## config.mk

```make
export PLATFORM = sky130hd
export DESIGN_NAME = r_cpu_seq_ctrl
export DESIGN_NICKNAME = d
export VERILOG_FILES = /design/src/rtl/r_cpu_seq_ctrl.sv
export SDC_FILE = /design/constraint.sdc
export NUM_CORES = 1
export LEC_CHECK = 0
export ABC_AREA = 1
export ABC_CLOCK_PERIOD_IN_PS = 3100
export BUFFER_PORTS_ARGS = -buffer_cell sky130_fd_sc_hd__clkbuf_2
export CAP_MARGIN = 5
export CORE_ASPECT_RATIO = 2
export CORE_MARGIN = 2
export CORE_UTILIZATION = 56
export CTS_CLUSTER_DIAMETER = 150
export DETAILED_ROUTE_END_ITERATION = 8
export HOLD_SLACK_MARGIN = 0.03
export PLACE_DENSITY = 0.85
export REMOVE_ABC_BUFFERS = 1
export SLEW_MARGIN = 40
export SYNTH_ARGS = -nofsm -noshare
export SYNTH_HDL_FRONTEND = slang
export SYNTH_SLANG_ARGS = --single-unit
```

## constraint.sdc

```tcl
create_clock -name clka -period 3.1 [get_ports clka]
set_input_delay 0.155 -clock clka [delete_from_list [all_inputs] [get_ports clka]]
set_output_delay 0.155 -clock clka [all_outputs]
set_load 0.02 [all_outputs]
```

## src/rtl/r_cpu_seq_ctrl.sv

```systemverilog
// Multi-cycle sequencer for the R-type CPU datapath.
// Splits each instruction into FETCH/DECODE/EXEC/WB, drives the datapath
// write strobes and ALU opcode, traps illegal instructions and (optionally)
// ADD/SUB overflow, and counts retired instructions.
//
//   state  | meaning
//   -------+---------------------------------------------------------------
//   IDLE   | parked, waiting for runa
//   FETCH  | PC += 4, instruction register loads
//   DECODE | operand latches load, {opa,funca} classified, ALU op latched
//   EXEC   | ALU settles, overflow sampled into the trap bit
//   WB     | register write (unless NOP/trap), instruction retires
//   HALT   | illegal instruction or overflow trap; only reset leaves
module r_cpu_seq_ctrl #(
    parameter int CNT_W   = 16,
    parameter bit OF_TRAP = 1'b1
) (
    input  logic             clka,
    input  logic             rsta,
    input  logic             runa,
    input  logic [5:0]       opa,
    input  logic [5:0]       funca,
    input  logic             ofa,
    output logic             pc_wea,
    output logic             ir_wea,
    output logic             ab_wea,
    output logic             reg_wea,
    output logic [2:0]       aopa,
    output logic [2:0]       statea,
    output logic             illa,
    output logic             ofta,
    output logic [CNT_W-1:0] retcnt
);

    typedef enum logic [2:0] {
        ST_IDLE   = 3'd0,
        ST_FETCH  = 3'd1,
        ST_DECODE = 3'd2,
        ST_EXEC   = 3'd3,
        ST_WB     = 3'd4,
        ST_HALT   = 3'd5
    } state_t;

    localparam logic [2:0] AOP_ADD = 3'b010;
    localparam logic [2:0] AOP_SUB = 3'b110;

    state_t           state_q, state_d;
    logic [2:0]       aop_q;
    logic             nop_q;
    logic             trap_q;
    logic             ill_q;
    logic             oft_q;
    logic [CNT_W-1:0] retcnt_q;

    logic             dec_legal;
    logic             dec_nop;
    logic [2:0]       dec_aop;

    // Classify the instruction word; only opa=0 R-type functions are legal.
    always_comb begin
        dec_legal = 1'b0;
        dec_nop   = 1'b0;
        dec_aop   = 3'b000;
        if (opa == 6'b000000) begin
            dec_legal = 1'b1;
            unique case (funca)
                6'b100100: dec_aop = 3'b000;
                6'b100101: dec_aop = 3'b001;
                6'b100000: dec_aop = 3'b010;
                6'b100110: dec_aop = 3'b011;
                6'b100111: dec_aop = 3'b100;
                6'b100010: dec_aop = 3'b110;
                6'b101010: dec_aop = 3'b111;
                6'b000000: dec_nop = 1'b1;
                default:   dec_legal = 1'b0;
            endcase
        end
    end

    // State register; reset aborts any instruction in flight.
    always_ff @(posedge clka or negedge rsta) begin
        if (!rsta) state_q <= ST_IDLE;
        else       state_q <= state_d;
    end

    // Next-state logic; unused encodings recover to IDLE.
    always_comb begin
        state_d = state_q;
        case (state_q)
            ST_IDLE:   if (runa) state_d = ST_FETCH;
            ST_FETCH:  state_d = ST_DECODE;
            ST_DECODE: state_d = dec_legal ? ST_EXEC : ST_HALT;
            ST_EXEC:   state_d = ST_WB;
            ST_WB: begin
                if (trap_q)    state_d = ST_HALT;
                else if (runa) state_d = ST_FETCH;
                else           state_d = ST_IDLE;
            end
            ST_HALT:   state_d = ST_HALT;
            default:   state_d = ST_IDLE;
        endcase
    end

    // Instruction context, sticky trap flags and the retired counter.
    always_ff @(posedge clka or negedge rsta) begin
        if (!rsta) begin
            aop_q    <= 3'b000;
            nop_q    <= 1'b0;
            trap_q   <= 1'b0;
            ill_q    <= 1'b0;
            oft_q    <= 1'b0;
            retcnt_q <= '0;
        end else begin
            case (state_q)
                ST_DECODE: begin
                    if (dec_legal) begin
                        aop_q <= dec_aop;
                        nop_q <= dec_nop;
                    end else begin
                        ill_q <= 1'b1;
                    end
                end
                ST_EXEC: begin
                    // ADD and SUB have unique ALU codes, so aop_q identifies them.
                    trap_q <= OF_TRAP && ofa && ((aop_q == AOP_ADD) || (aop_q == AOP_SUB));
                end
                ST_WB: begin
                    if (trap_q) begin
                        oft_q <= 1'b1;
                    end else if (retcnt_q != {CNT_W{1'b1}}) begin
                        retcnt_q <= retcnt_q + CNT_W'(1);
                    end
                end
                default: ;
            endcase
        end
    end

    // Moore strobes decoded straight from the state register.
    always_comb begin
        pc_wea  = (state_q == ST_FETCH);
        ir_wea  = (state_q == ST_FETCH);
        ab_wea  = (state_q == ST_DECODE);
        reg_wea = (state_q == ST_WB) && !nop_q && !trap_q;
    end

    assign aopa   = aop_q;
    assign statea = state_q;
    assign illa   = ill_q;
    assign ofta   = oft_q;
    assign retcnt = retcnt_q;

endmodule

```

Yosys cells after proc, flatten, opt, wreduce, memory -nomap -nowiden. Index checks and enable logic that the tools add are counted.

Bits in registers: 26. Output and inout bits: 28. Word-level logic and storage cells: 51.

$add $sub $neg: 1. Equality and inequality tests: 16. Muxes and demuxes: 11. Bitwise operators: 2. Reductions and logical operators: 14.

Operator list (number): $eq 6x6->1 const B (7); $pmux 3 s6 (2); $add 16x1->16 const B (1); $ne 16x16->1 const B (1); $logic_not 6->1 (2); $mux 3 (4); $eq 3x2->1 const B (3); $eq 3x3->1 const B (3); $reduce_or 8->1 (1); $reduce_and 2->1 (3); $mux 1 (5); $eq 3x1->1 const B (1); $logic_and 1x1->1 (3); $logic_not 3->1 (1); $reduce_and 3->1 (1); $logic_not 1->1 (2); $ne 2x2->1 const B (1); $not 1->1 (2); $logic_or 1x1->1 (1).

Logic depth before layout (Yosys ltp).
Word-level depth: 6. Gate-level depth with buffers: 10.

Worst setup path after synthesis. No wires, ideal clock.

Kind: register to register. Start: reg retcnt_q[0], in the netlist retcnt[0]. End: reg retcnt_q[15], in the netlist retcnt[15]. Arrival time: 1.551 ns. Slack: 1.429 ns. Cell stages (with the launch flop): 10. Path buffers: 1. Cells stage by stage: dfrtp_1 ha_1 inv_1 nor2_2 nand2_2 nor2_4 nor2_8 buf_6 o21ai_2 nand2_1.

Longest elaborated chain between the ends: 2. Elaborated cells on any way between the ends: 3. Those cells by class: add/sub: 1; eq/ne: 1; reduce/logical: 1.

Ends and longest elaborated chain: start, declared (RTL line 53) `logic [CNT_W-1:0] retcnt_q;`; start signal, assigned (RTL line 131) `retcnt_q <= retcnt_q + CNT_W'(1);`; parallel branches: the longest is 2 deep, another holds $add 16x1->16.

Several ways; the timed one is not identified. A chain may end at the register's enable or synchronous reset.

Worst setup path after layout.
Start: reg retcnt_q[0], in the netlist retcnt[0]. End: reg retcnt_q[2], in the netlist retcnt[2].

Same word-level chain as after synthesis.

==> metrics.yaml <==
globalRouteMet3Util: 0.0113
critical_path.cell_chain: "ha_1, inv_1, nor2_2, nand2_2, o21ai_2, o21ai_0, nand2_1"
post_cts.resized_instances: 0
path_clk_slew_ns: 0.09
synth_area_per_cell_um2: 7.39
worstSetupStartpointType: "flip-flop"
fin_skew_ns: 0.00356
ctsLongestPathBuffers: 2
slew_violations: 0
gr-usage-met2: 0.480
routabilityCongestion: 0.893
critical_path.max_stage_delay_ns: 0.47
synth.yosys.warnings: 0
floorplan.initialDensity: 0.583
sequential_area_um2: 651
final-setup-viol-count: 0
global_route_wire_length_before_repair_mm: 6.35
num_vias: 1558
timing_worst_setup_path_type: "flip-flop to flip-flop"
grt_antenna_before_repair: 0
post-dp-hpwl_mm: 2.82
total_leakage_power_nw: 1.02
multi_input_gate_area_in_the_final_layout_um2: 810
mostFrequentLayoutCells: "62 x nand2_1, 43 x clkbuf_2, 26 x inv_1, 26 x dfrtp_1, 24 x nor2_1"
synth.cell_area_um2: 1600
row_count: 27
worstSkewPairLatency_ns: 0.27
grt_setup_unrepaired: "false"
htree_levels: 1
fin_nets: 279
detailedRoute.firstIterationViolations: 36
grt.busiest_layer: "met2"
synth_xor_area_frac: 0.0439
vias_per_cell: 5.37
min_period_over_period: 0.609
seq_area_frac_synth: 0.408
worst_slew_margin_rel: 0.571
critPathSlowestCell: "o21ai_2"
mostFrequentLayoutCell: "nand2_1"
dieHeight_um: 79.5
timing.critical_path.to_type: "flip-flop"
critPathRequiredTime_ns: 3.31
clock_sinks: 26
num-fill-cells: 245
timing.critical_path.fanout_max: 12
drc: 0
stdcell_area_um2: 1900
global_route.overflow_total: 0
postRouteAntennaNets: 0
synth_top_area_cell: "dfrtp_1"
cts.root.buffer_cell: "clkbuf_8"
synthDistinctLibCells: 27
cts_hold_buf: 1
global_route.usage.total: 0.242
synth_fa_ha_area_frac: 0.00784
postPlaceCellArea_um2: 1820
cts_buffer_count: 3
die_x_um: 41.7
max_clock_freq_mhz: 530
synth_top_area_frac: 0.408
post-route-min-period_ns: 1.89
synth_compound_area_frac: 0.0541
synth_top_family_by_area: "simple AND/OR/NAND/NOR gates"
hp-class: "primary input to flip-flop"
power-per-cell-area_nw_per_um2: 588
worst_ep_arrival_time_ns: 2.10
synthSimpleGateAreaFrac: 0.402
vias_in_the_first_global_route: 1589
route.final.wire_length_mm: 3.68
register_bit_total_from_synthesis: 26
cts_tree: "yes"
peakVddDrop_v: 0.000461
post_synth_inst_count: 216
grt_max_degree: 27
drt_pre_antenna_iters: 4
final_layout_size_suffix_gt1_frac: 0.249
netlist_top_cells_area: "dfrtp_1 41%, nand2_1 15%, nand3_1 6.3%"
post_synth_mux_area_share: 0
routedWlPerCell_um: 12.7
post-cts-setup-buffer-count: 0
syn2layout_area_growth_pct: 19.2
reg2reg_slack_ns: 1.21
outcome: "finished clean"
setup-tns-final_ns: 0
final-hold-violation-count: 0
diodes: 0
placeableCoreArea_um2: 2740
met1_global_route_usage: 0.232
boundaryPins: 44
max_slew.worst_pin.slew_ns: 0.643
dieArea_um2: 3320
buffer_ports.inserted: 43
drv_cap: 0
## per-layer routing
metal | vias to the layer above | share of wire
met5 | - | 0
met4 | 0 | 0.028
met3 | 9 | 0.029
met2 | 47 | 0.59
met1 | 718 | 0.35
li1 | 784 | -
## report_power, final
group	switching [mW]	leakage [nW]	internal, mW
combinational	0.259	0.645	0.124
clock	0.107	0.0357	0.173
sequential	0.0639	0.343	0.392
## synthesized netlist by cell type
cell and count:
nand2_1 62, or2_2 1, o21ai_2 5, ha_1 1, nand4_1 9, a21oi_1 2, buf_4 2, nand3_1 20
nor2_8 1, nor2_4 1, nor3_1 5, nor2_2 3, o21ai_0 2, nor3_2 2, inv_2 3, nor4_1 1
a211oi_1 1, inv_1 26, nand3b_1 5, o21ai_1 3, dfrtp_1 26, nand3_2 1, xnor2_1 3, buf_6 1
xor2_1 5, nor2_1 24, nand2_2 1
## layout make-up
type,count,area share
repair buffers,44,0.118
clock inverters,1,0.0158
inverters,29,0.0572
well taps,29,0.0191
flip-flops and latches,26,0.342
multi-input cells,158,0.426
clock buffers,3,0.0217
## state kept, by name (all words and copies together), names as in the netlist
signal  count
aopa        3
ofta        1
statea      3
retcnt     16
illa        1
nop_q       1
trap_q      1
## through the flow
step           setup slack [ns]  utilization  hold WS (ns)  power, mW  instances
5_1_grt                    1.03        0.695         0.130       1.19        290
6_report                   1.21        0.695         0.121       1.12        290
3_5_place_dp               1.30        0.665         0.211      0.845        285
4_1_cts                    1.20        0.695         0.124       1.13        290
2_1_floorplan              1.32            -        -0.141      0.713        213
3_3_place_gp               1.35        0.665         0.206      0.833        285
## logic make-up (layout without fill, tap and decap cells)
group                      Yosys count  after routing
AOI/OAI and AO/OA                   13             13
DFF                                 26             26
adders and majority gates            1              1
and+or+nand+nor                    136            136
buffers and inverters               32             77
xor gates and xnor gates             8              8
## path summary, 6_finish.rpt
check                      startpoint          to  depth (start not counted)
max                         retcnt[0]   retcnt[2]                          7
min                               ofa      trap_q                          3
max reg2reg                 retcnt[0]   retcnt[2]                          7
min reg2reg                      illa        illa                          2
max in group asynchronous        rsta  retcnt[11]                          2
min in group asynchronous        rsta   retcnt[3]                          2
## worst max-delay path: cells and delay by family, from the launching register on
family          cells  cell delay (ns)
simple gates        3             0.41
flops               1             0.41
buf+inv             1             0.09
fa+ha+maj           1             0.29
compound gates      2             0.63
Note: power is estimated with default switching activity, not from simulation.
